**src/rtl/delta_comp_pkg.sv**
```systemverilog
// Shared constants and slot helpers for the delta trace compressor/decompressor pair.
// Slot 0 occupies the most significant PRECISION bits of each lane word.
package delta_comp_pkg;

  localparam int DATA_WIDTH  = 32;
  localparam int DELTA_SLOTS = 4;
  localparam int PRECISION   = DATA_WIDTH / DELTA_SLOTS;
  localparam int SLOT_W      = $clog2(DELTA_SLOTS);

  localparam logic [PRECISION-1:0]  INV       = {1'b1, {(PRECISION-1){1'b0}}};
  localparam logic [DATA_WIDTH-1:0] NODATA    = {DELTA_SLOTS{INV}};
  localparam int                    DELTA_MAX = (2 ** (PRECISION-1)) - 1;
  localparam int                    DELTA_MIN = -DELTA_MAX;

  typedef enum logic {
    DD_IDLE   = 1'b0,
    DD_EXPAND = 1'b1
  } dd_state_e;

  function automatic logic [PRECISION-1:0] slot_get(input logic [DATA_WIDTH-1:0] word,
                                                    input logic [SLOT_W-1:0]     k);
    logic [DATA_WIDTH-1:0] sh;
    sh = word << (int'(k) * PRECISION);
    return sh[DATA_WIDTH-1 -: PRECISION];
  endfunction

  function automatic logic [DATA_WIDTH-1:0] sext_delta(input logic [PRECISION-1:0] d);
    return {{(DATA_WIDTH-PRECISION){d[PRECISION-1]}}, d};
  endfunction

endpackage

```
**src/rtl/delta_slot_extract.sv**
```systemverilog
// Per-lane slot select and sign extension: the pending slot of the held entry
// and slot 0 of the entry currently offered at the input.
import delta_comp_pkg::*;

module delta_slot_extract (
  input  logic [DATA_WIDTH-1:0] held_i,
  input  logic [SLOT_W-1:0]     slot_i,
  input  logic [DATA_WIDTH-1:0] fresh_i,
  output logic [DATA_WIDTH-1:0] held_delta_o,
  output logic [DATA_WIDTH-1:0] fresh_delta_o
);

  assign held_delta_o  = sext_delta(slot_get(held_i, slot_i));
  assign fresh_delta_o = sext_delta(slot_get(fresh_i, '0));

endmodule

```
**src/rtl/delta_decompressor.sv**
```systemverilog
// Rebuilds the N-lane vector stream from raw and delta-compressed trace entries.
// Optional DELTA_DECOMP_CHECK_EN: all-lane emptiness check with partial-INV error.
//
// state     | meaning
// DD_IDLE   | no expansion pending (a raw vector may still be on the output)
// DD_EXPAND | compressed entry held, slot_q is the slot currently on the output
import delta_comp_pkg::*;

module delta_decompressor #(
  parameter int N = 8
) (
  input  logic                            clk,
  input  logic                            rst,
  input  logic                            restart,
  input  logic                            valid_in,
  output logic                            in_ready,
  input  logic [N-1:0][DATA_WIDTH-1:0]    vector_in,
  input  logic                            v_in_comp,
  output logic                            valid_out,
  input  logic                            out_ready,
  output logic [N-1:0][DATA_WIDTH-1:0]    vector_out,
  output logic                            err
);

  localparam logic [DATA_WIDTH-1:0] INV_SEXT  = sext_delta(INV);
  localparam logic [SLOT_W-1:0]     LAST_SLOT = SLOT_W'(DELTA_SLOTS - 1);

  dd_state_e                      state_q;
  logic [SLOT_W-1:0]              slot_q;
  logic [N-1:0][DATA_WIDTH-1:0]   entry_q;
  // The base vector is always the last vector emitted, so one register serves both.
  logic [N-1:0][DATA_WIDTH-1:0]   base_q;
  logic                           base_valid_q;
  logic                           valid_q;
  logic                           err_q;

  logic [SLOT_W-1:0]              nxt_slot;
  logic [N-1:0][DATA_WIDTH-1:0]   held_delta;
  logic [N-1:0][DATA_WIDTH-1:0]   fresh_delta;
  logic [N-1:0][DATA_WIDTH-1:0]   held_vec;
  logic [N-1:0][DATA_WIDTH-1:0]   fresh_vec;
  logic                           held_empty;
  logic                           held_bad;
  logic                           fresh_empty;
  logic                           fresh_bad;
  logic                           more;
  logic                           tail_bad;
  logic                           hs;
  logic                           accept;

  assign nxt_slot = slot_q + 1'b1;

  for (genvar i = 0; i < N; i++) begin : g_lane
    delta_slot_extract u_extract (
      .held_i        (entry_q[i]),
      .slot_i        (nxt_slot),
      .fresh_i       (vector_in[i]),
      .held_delta_o  (held_delta[i]),
      .fresh_delta_o (fresh_delta[i])
    );
    assign held_vec[i]  = base_q[i] - held_delta[i];
    assign fresh_vec[i] = base_q[i] - fresh_delta[i];
  end

`ifdef DELTA_DECOMP_CHECK_EN
  logic [N-1:0] held_inv;
  logic [N-1:0] fresh_inv;

  for (genvar i = 0; i < N; i++) begin : g_inv
    assign held_inv[i]  = (held_delta[i] == INV_SEXT);
    assign fresh_inv[i] = (fresh_delta[i] == INV_SEXT);
  end

  // A partially empty slot still terminates the entry, but is flagged.
  assign held_empty  = |held_inv;
  assign held_bad    = (|held_inv) && !(&held_inv);
  assign fresh_empty = |fresh_inv;
  assign fresh_bad   = (|fresh_inv) && !(&fresh_inv);
`else
  assign held_empty  = (held_delta[0] == INV_SEXT);
  assign held_bad    = 1'b0;
  assign fresh_empty = (fresh_delta[0] == INV_SEXT);
  assign fresh_bad   = 1'b0;
`endif

  assign more     = (state_q == DD_EXPAND) && (slot_q != LAST_SLOT) && !held_empty;
  assign tail_bad = (state_q == DD_EXPAND) && (slot_q != LAST_SLOT) && held_bad;
  assign hs       = valid_q && out_ready;
  assign in_ready = !restart && (((state_q == DD_IDLE) && !valid_q) || (hs && !more));
  assign accept   = valid_in && in_ready;

  always_ff @(posedge clk) begin
    if (rst) begin
      state_q      <= DD_IDLE;
      slot_q       <= '0;
      entry_q      <= '0;
      base_q       <= '0;
      base_valid_q <= 1'b0;
      valid_q      <= 1'b0;
      err_q        <= 1'b0;
    end else if (restart) begin
      state_q      <= DD_IDLE;
      slot_q       <= '0;
      base_q       <= '0;
      base_valid_q <= 1'b0;
      valid_q      <= 1'b0;
    end else if (hs && more) begin
      base_q <= held_vec;
      slot_q <= nxt_slot;
    end else begin
      if (hs) begin
        valid_q <= 1'b0;
        state_q <= DD_IDLE;
        if (tail_bad) err_q <= 1'b1;
      end
      if (accept) begin
        if (!v_in_comp) begin
          base_q       <= vector_in;
          base_valid_q <= 1'b1;
          valid_q      <= 1'b1;
          state_q      <= DD_IDLE;
        end else if (!base_valid_q) begin
          err_q <= 1'b1;
        end else begin
          if (fresh_bad) err_q <= 1'b1;
          if (!fresh_empty) begin
            base_q  <= fresh_vec;
            valid_q <= 1'b1;
            state_q <= DD_EXPAND;
            slot_q  <= '0;
            entry_q <= vector_in;
          end
        end
      end
    end
  end

  assign valid_out  = valid_q;
  assign vector_out = base_q;
  assign err        = err_q;

endmodule

```
**config.mk**
```make
export PLATFORM = sky130hd
export DESIGN_NAME = delta_decompressor
export DESIGN_NICKNAME = d
export VERILOG_FILES = /design/src/rtl/delta_comp_pkg.sv /design/src/rtl/delta_slot_extract.sv /design/src/rtl/delta_decompressor.sv
export SDC_FILE = /design/constraint.sdc
export NUM_CORES = 2
export LEC_CHECK = 0
export CORE_UTILIZATION = 56
export CTS_BUF_LIST = sky130_fd_sc_hd__clkbuf_16
export DETAILED_ROUTE_END_ITERATION = 8
export PLACE_DENSITY_LB_ADDON = 0.2
export SLEW_MARGIN = 10
export SYNTH_ARGS = -nofsm -noshare
export SYNTH_HDL_FRONTEND = slang
export SYNTH_SLANG_ARGS = --single-unit
```
**constraint.sdc**
```tcl
create_clock -name clk -period 9.6 [get_ports clk]
set_input_delay 1.44 -clock clk [delete_from_list [all_inputs] [get_ports clk]]
set_output_delay 1.44 -clock clk [all_outputs]
set_load 0.005 [all_outputs]
```
==> flow_summary.html <==
<table>
<tr><th>Metric</th><th>Value</th></tr>
<tr><th colspan="2">Yosys</th></tr>
<tr><td>Most used flip-flop cell after synthesis</td><td>sky130_fd_sc_hd__dfxtp_1</td></tr>
<tr><td>Sequential area share after synthesis</td><td>21.8%</td></tr>
<tr><td>Number of enable flip-flop cells after synthesis</td><td>0</td></tr>
<tr><td>Area share of the largest cell type after synthesis</td><td>21.8%</td></tr>
<tr><td>Ranking of synthesized cells by area</td><td>sky130_fd_sc_hd__dfxtp_1 22%, sky130_fd_sc_hd__ha_1 14%, sky130_fd_sc_hd__a21oi_1 8.9%</td></tr>
<tr><td>Leading area contributor after synthesis</td><td>sky130_fd_sc_hd__dfxtp_1</td></tr>
<tr><td>Mean instance size in the synthesized netlist</td><td>7.60 um^2</td></tr>
<tr><td>Async S/R FF share, synth</td><td>0%</td></tr>
<tr><td>Count leader, synth</td><td>sky130_fd_sc_hd__a21oi_1</td></tr>
<tr><td>Yosys synthesis warning count</td><td>0</td></tr>
<tr><td>Combined area of all synthesized cells</td><td>0.0476 mm^2</td></tr>
<tr><td>Leading cell types by count after synthesis</td><td>848 x sky130_fd_sc_hd__a21oi_1, 838 x sky130_fd_sc_hd__nand2_1, 521 x sky130_fd_sc_hd__ha_1</td></tr>
<tr><td>Post-synthesis net count</td><td>7058</td></tr>
<tr><td>Cells after synthesis</td><td>6259</td></tr>
<tr><td>Number of synthesized register bits</td><td>518</td></tr>
<tr><td>Netlist cell types</td><td>84</td></tr>
<tr><th colspan="2">Clock network</th></tr>
<tr><td>Resized Gates After CTS</td><td>0</td></tr>
<tr><td>Buffer levels on the longest clock path</td><td>3</td></tr>
<tr><td>Clock H-tree levels</td><td>3</td></tr>
<tr><td>Clk pin slew, worst setup/hold paths</td><td>0.06 ns</td></tr>
<tr><td>Clock sink count</td><td>518</td></tr>
<tr><td>Number of post-CTS setup repair buffers</td><td>0</td></tr>
<tr><td>CTS tree</td><td>done</td></tr>
<tr><td>Root buffer cell</td><td>sky130_fd_sc_hd__clkbuf_16</td></tr>
<tr><td>Quantity of hold-fixing buffers added after cts</td><td>0</td></tr>
<tr><td>Cts bufs inserted</td><td>66</td></tr>
<tr><td>Clock latency reported for the late side of the worst-skew pair</td><td>0.62 ns</td></tr>
<tr><th colspan="2">Floorplan</th></tr>
<tr><td>Initial core utilization</td><td>56.7%</td></tr>
<tr><td>Total Die Area</td><td>0.0861 mm^2</td></tr>
<tr><td>I/O pins</td><td>521</td></tr>
<tr><td>Area inside the core boundary</td><td>0.0838 mm^2</td></tr>
<tr><td>Die boundary width</td><td>293 um</td></tr>
<tr><td>Number of rows created at floorplan</td><td>106</td></tr>
<tr><td>Die Span Y</td><td>293 um</td></tr>
<tr><th colspan="2">Worst setup path</th></tr>
<tr><td>Startpoint of the most critical setup path</td><td>slot_q[0]</td></tr>
<tr><td>Critical Path Sink Type</td><td>register</td></tr>
<tr><td>Worst Path Class, Setup</td><td>register to register</td></tr>
<tr><td>Startpoint of the worst-slack reg-to-reg timing path</td><td>slot_q[0]</td></tr>
<tr><td>Reg2reg setup slack</td><td>3.10 ns</td></tr>
<tr><td>Critical-path maximum fanout</td><td>36</td></tr>
<tr><td>Critical path arrival</td><td>7.01 ns</td></tr>
<tr><td>Data required, critical path</td><td>10.11 ns</td></tr>
<tr><td>Setup crit start kind</td><td>register</td></tr>
<tr><td>Number of cells traversed by the worst register-to-register path</td><td>18</td></tr>
<tr><td>Reg2Reg Capture Point</td><td>vector_out[127]</td></tr>
<tr><th colspan="2">Layout</th></tr>
<tr><td>Layout cells sized above 1</td><td>4.08%</td></tr>
<tr><td>Filler instances</td><td>7515</td></tr>
<tr><td>NumNets Final</td><td>7369</td></tr>
<tr><td>Cell Count, Final, Fillers Out</td><td>7756</td></tr>
<tr><td>Final design area excluding fillers</td><td>0.0555 mm^2</td></tr>
<tr><td>Synth-to-layout area growth</td><td>16.8%</td></tr>
<tr><td>Final standard cell utilization of the core</td><td>66.2%</td></tr>
<tr><th colspan="2">Timing</th></tr>
<tr><td>Worst hold slack across all endpoints</td><td>0.451 ns</td></tr>
<tr><td>Number of hold violations in the final report</td><td>0</td></tr>
<tr><td>Final cycle utilization of the critical path</td><td>67.7%</td></tr>
<tr><td>Worst Slack Setup Final</td><td>3.10 ns</td></tr>
<tr><td>Max Fclk</td><td>0.154 GHz</td></tr>
<tr><td>Unrepaired setup endpoints after global routing</td><td>no</td></tr>
<tr><td>Setup-violating endpoint count in the final report</td><td>0</td></tr>
<tr><td>Max-slew headroom at the worst pin</td><td>16.1%</td></tr>
<tr><td>Setup skew after layout</td><td>0.0268 ns</td></tr>
<tr><td>Worst Max-Slew Pin Slew</td><td>1.26 ns</td></tr>
<tr><td>Total Neg Setup Slack</td><td>0 ns</td></tr>
<tr><td>Tmin final</td><td>6.50 ns</td></tr>
<tr><td>Number of max-slew violations in the final report</td><td>0</td></tr>
<tr><th colspan="2">Flow run</th></tr>
<tr><td>Max capacitance violation total</td><td>0</td></tr>
<tr><th colspan="2">Power</th></tr>
<tr><td>Worst-case vdd ir drop</td><td>0.130 mV</td></tr>
<tr><td>Total Power</td><td>6.81 mW</td></tr>
<tr><td>Power density over cell area</td><td>123 mW/mm^2</td></tr>
<tr><td>Leakage power of the design</td><td>23.3 nW</td></tr>
<tr><th colspan="2">Drt</th></tr>
<tr><td>Count of TritonRoute iterations in the first routing pass</td><td>6</td></tr>
<tr><td>Total Routed Length</td><td>171000 um</td></tr>
<tr><td>Count of antenna-violating nets left after detailed routing</td><td>0</td></tr>
<tr><td>Total vias in the final route</td><td>49.6k</td></tr>
<tr><td>Via count normalized by instance count</td><td>6.40</td></tr>
<tr><td>DRC violation count after routing</td><td>0</td></tr>
<tr><td>Drt initial violations</td><td>4317</td></tr>
<tr><td>Average wire per cell in the routed design</td><td>22.1 um</td></tr>
<tr><th colspan="2">Placed design</th></tr>
<tr><td>Cell Area, Placed</td><td>0.0533 mm^2</td></tr>
<tr><td>Count of input and output buffers</td><td>520</td></tr>
<tr><td>Worst setup slack before clock tree synthesis</td><td>3.12 ns</td></tr>
<tr><td>Placed insts</td><td>7636</td></tr>
<tr><td>Detailed Place HPWL</td><td>122000 um</td></tr>
<tr><td>Weighted congestion reported at the end of routability-driven placement</td><td>0.982</td></tr>
<tr><th colspan="2">Min path</th></tr>
<tr><td>Worst min-delay path class</td><td>register to register</td></tr>
<tr><td>Hold path startpoint</td><td>entry_q[255]</td></tr>
<tr><td>End of the worst hold path</td><td>entry_q[255]</td></tr>
<tr><td>Hold Path Stages</td><td>2</td></tr>
<tr><th colspan="2">Global routing</th></tr>
<tr><td>GR met1 Demand/Resource</td><td>48.0%</td></tr>
<tr><td>Pin count of the biggest net entering global routing</td><td>215</td></tr>
<tr><td>Met2 capacity usage during global routing</td><td>60.7%</td></tr>
<tr><td>Combined global-route utilization of all metal layers</td><td>38.1%</td></tr>
<tr><td>First-pass GRT wire length</td><td>261000 um</td></tr>
<tr><td>Most used routing layer in global routing</td><td>met2</td></tr>
<tr><td>Number of global-route vias before repair</td><td>46.5k</td></tr>
<tr><td>Overflow left after global routing</td><td>0</td></tr>
<tr><td>Fraction of met3 tracks used by global routing</td><td>7.96%</td></tr>
<tr><td>Number of antenna violations at the first check in global routing</td><td>5</td></tr>
<tr><th colspan="2">Status</th></tr>
<tr><td>Result of the run</td><td>finished clean</td></tr>
</table>
-- state kept, by name (all words and copies together), names as in the netlist --
| signal | cells |
|---|---|
| vector_out | 256 |
| slot_q | 2 |
| err | 1 |
| base_valid_q | 1 |
| entry_q | 256 |
| valid_out | 1 |
| state_q | 1 |
-- power breakdown --
part | leakage, nW | switching [mW] | internal (mW)
registers | 4.19 | 0.0529 | 2.20
logic | 18.0 | 1.11 | 0.844
clock network | 1.11 | 1.06 | 1.55
-- worst max-delay path: stages, from the launching register on --
cell,delay [ns]
sky130_fd_sc_hd__dfxtp_4,0.85
sky130_fd_sc_hd__ha_4,0.66
sky130_fd_sc_hd__buf_4,0.61
sky130_fd_sc_hd__mux4_2,0.61
sky130_fd_sc_hd__inv_1,0.07
sky130_fd_sc_hd__buf_4,0.32
sky130_fd_sc_hd__ha_1,0.36
sky130_fd_sc_hd__o21a_1,0.13
sky130_fd_sc_hd__o21ai_0,0.16
sky130_fd_sc_hd__a21oi_1,0.08
sky130_fd_sc_hd__a21oi_1,0.30
sky130_fd_sc_hd__o21ai_1,0.19
sky130_fd_sc_hd__a2111oi_0,0.55
sky130_fd_sc_hd__o21ai_1,0.17
sky130_fd_sc_hd__a21o_1,0.23
sky130_fd_sc_hd__a21oi_1,0.26
sky130_fd_sc_hd__o41ai_1,0.23
sky130_fd_sc_hd__and3b_1,0.22
sky130_fd_sc_hd__o41ai_1,0.28
-- layout by cell type (no fill, tap or decap), types with 102 or more instances in the layout --
cell,instances
sky130_fd_sc_hd__nor2_1,451
sky130_fd_sc_hd__a21o_1,270
sky130_fd_sc_hd__dfxtp_1,517
sky130_fd_sc_hd__nand2_1,832
sky130_fd_sc_hd__nor2b_1,102
sky130_fd_sc_hd__clkdlybuf4s50_1,518
sky130_fd_sc_hd__inv_1,228
sky130_fd_sc_hd__xor2_1,148
sky130_fd_sc_hd__o21ai_0,323
sky130_fd_sc_hd__a211oi_1,193
sky130_fd_sc_hd__a21oi_1,848
sky130_fd_sc_hd__ha_1,520
sky130_fd_sc_hd__xnor2_1,231
-- routing by layer --
layer  routed length (um)  vias to the layer above
li1                     -                    23488
met1                68700                    23295
met2                76000                     2274
met3                16400                      541
met4                10000                        8
met5                   50                        -
-- worst max-delay path by stage --
stage / endpoint / slack [ns] / depth (start not counted)
floorplan: vector_out[190] / 4.14 / 20
global placement: vector_out[223] / 3.23 / 15
detailed placement: vector_out[223] / 3.12 / 15
CTS: vector_out[127] / 3.26 / 18
global route: vector_out[127] / 2.80 / 18
finish: vector_out[127] / 3.10 / 18
-- logic make-up after synthesis --
group                    count (synthesis)  share of synthesized area, %
AO/OA/AOI/OAI                         2232                          29.4
XOR/XNOR                               379                          6.98
adder cells (fa/ha/maj)                537                          14.4
buffers and inverters                  542                          4.58
flip-flops                             518                          21.8
multiplexers                           162                          5.11
AND/OR/NAND/NOR                       1889                          17.8
-- cell type report --
type | instances | area (um^2) | area share [%]
multi-input cells | 5199 | 35100 | 63.2
flip-flops and latches | 518 | 10400 | 18.7
repair buffers | 563 | 5580 | 10.0
clock buffers | 69 | 1730 | 3.11
well taps | 1134 | 1420 | 2.56
inverters | 222 | 836 | 1.51
clock inverters | 48 | 472 | 0.850
diodes | 3 | 7.51 | 0.0135
No activity file was read; power rests on OpenSTA's default activity.
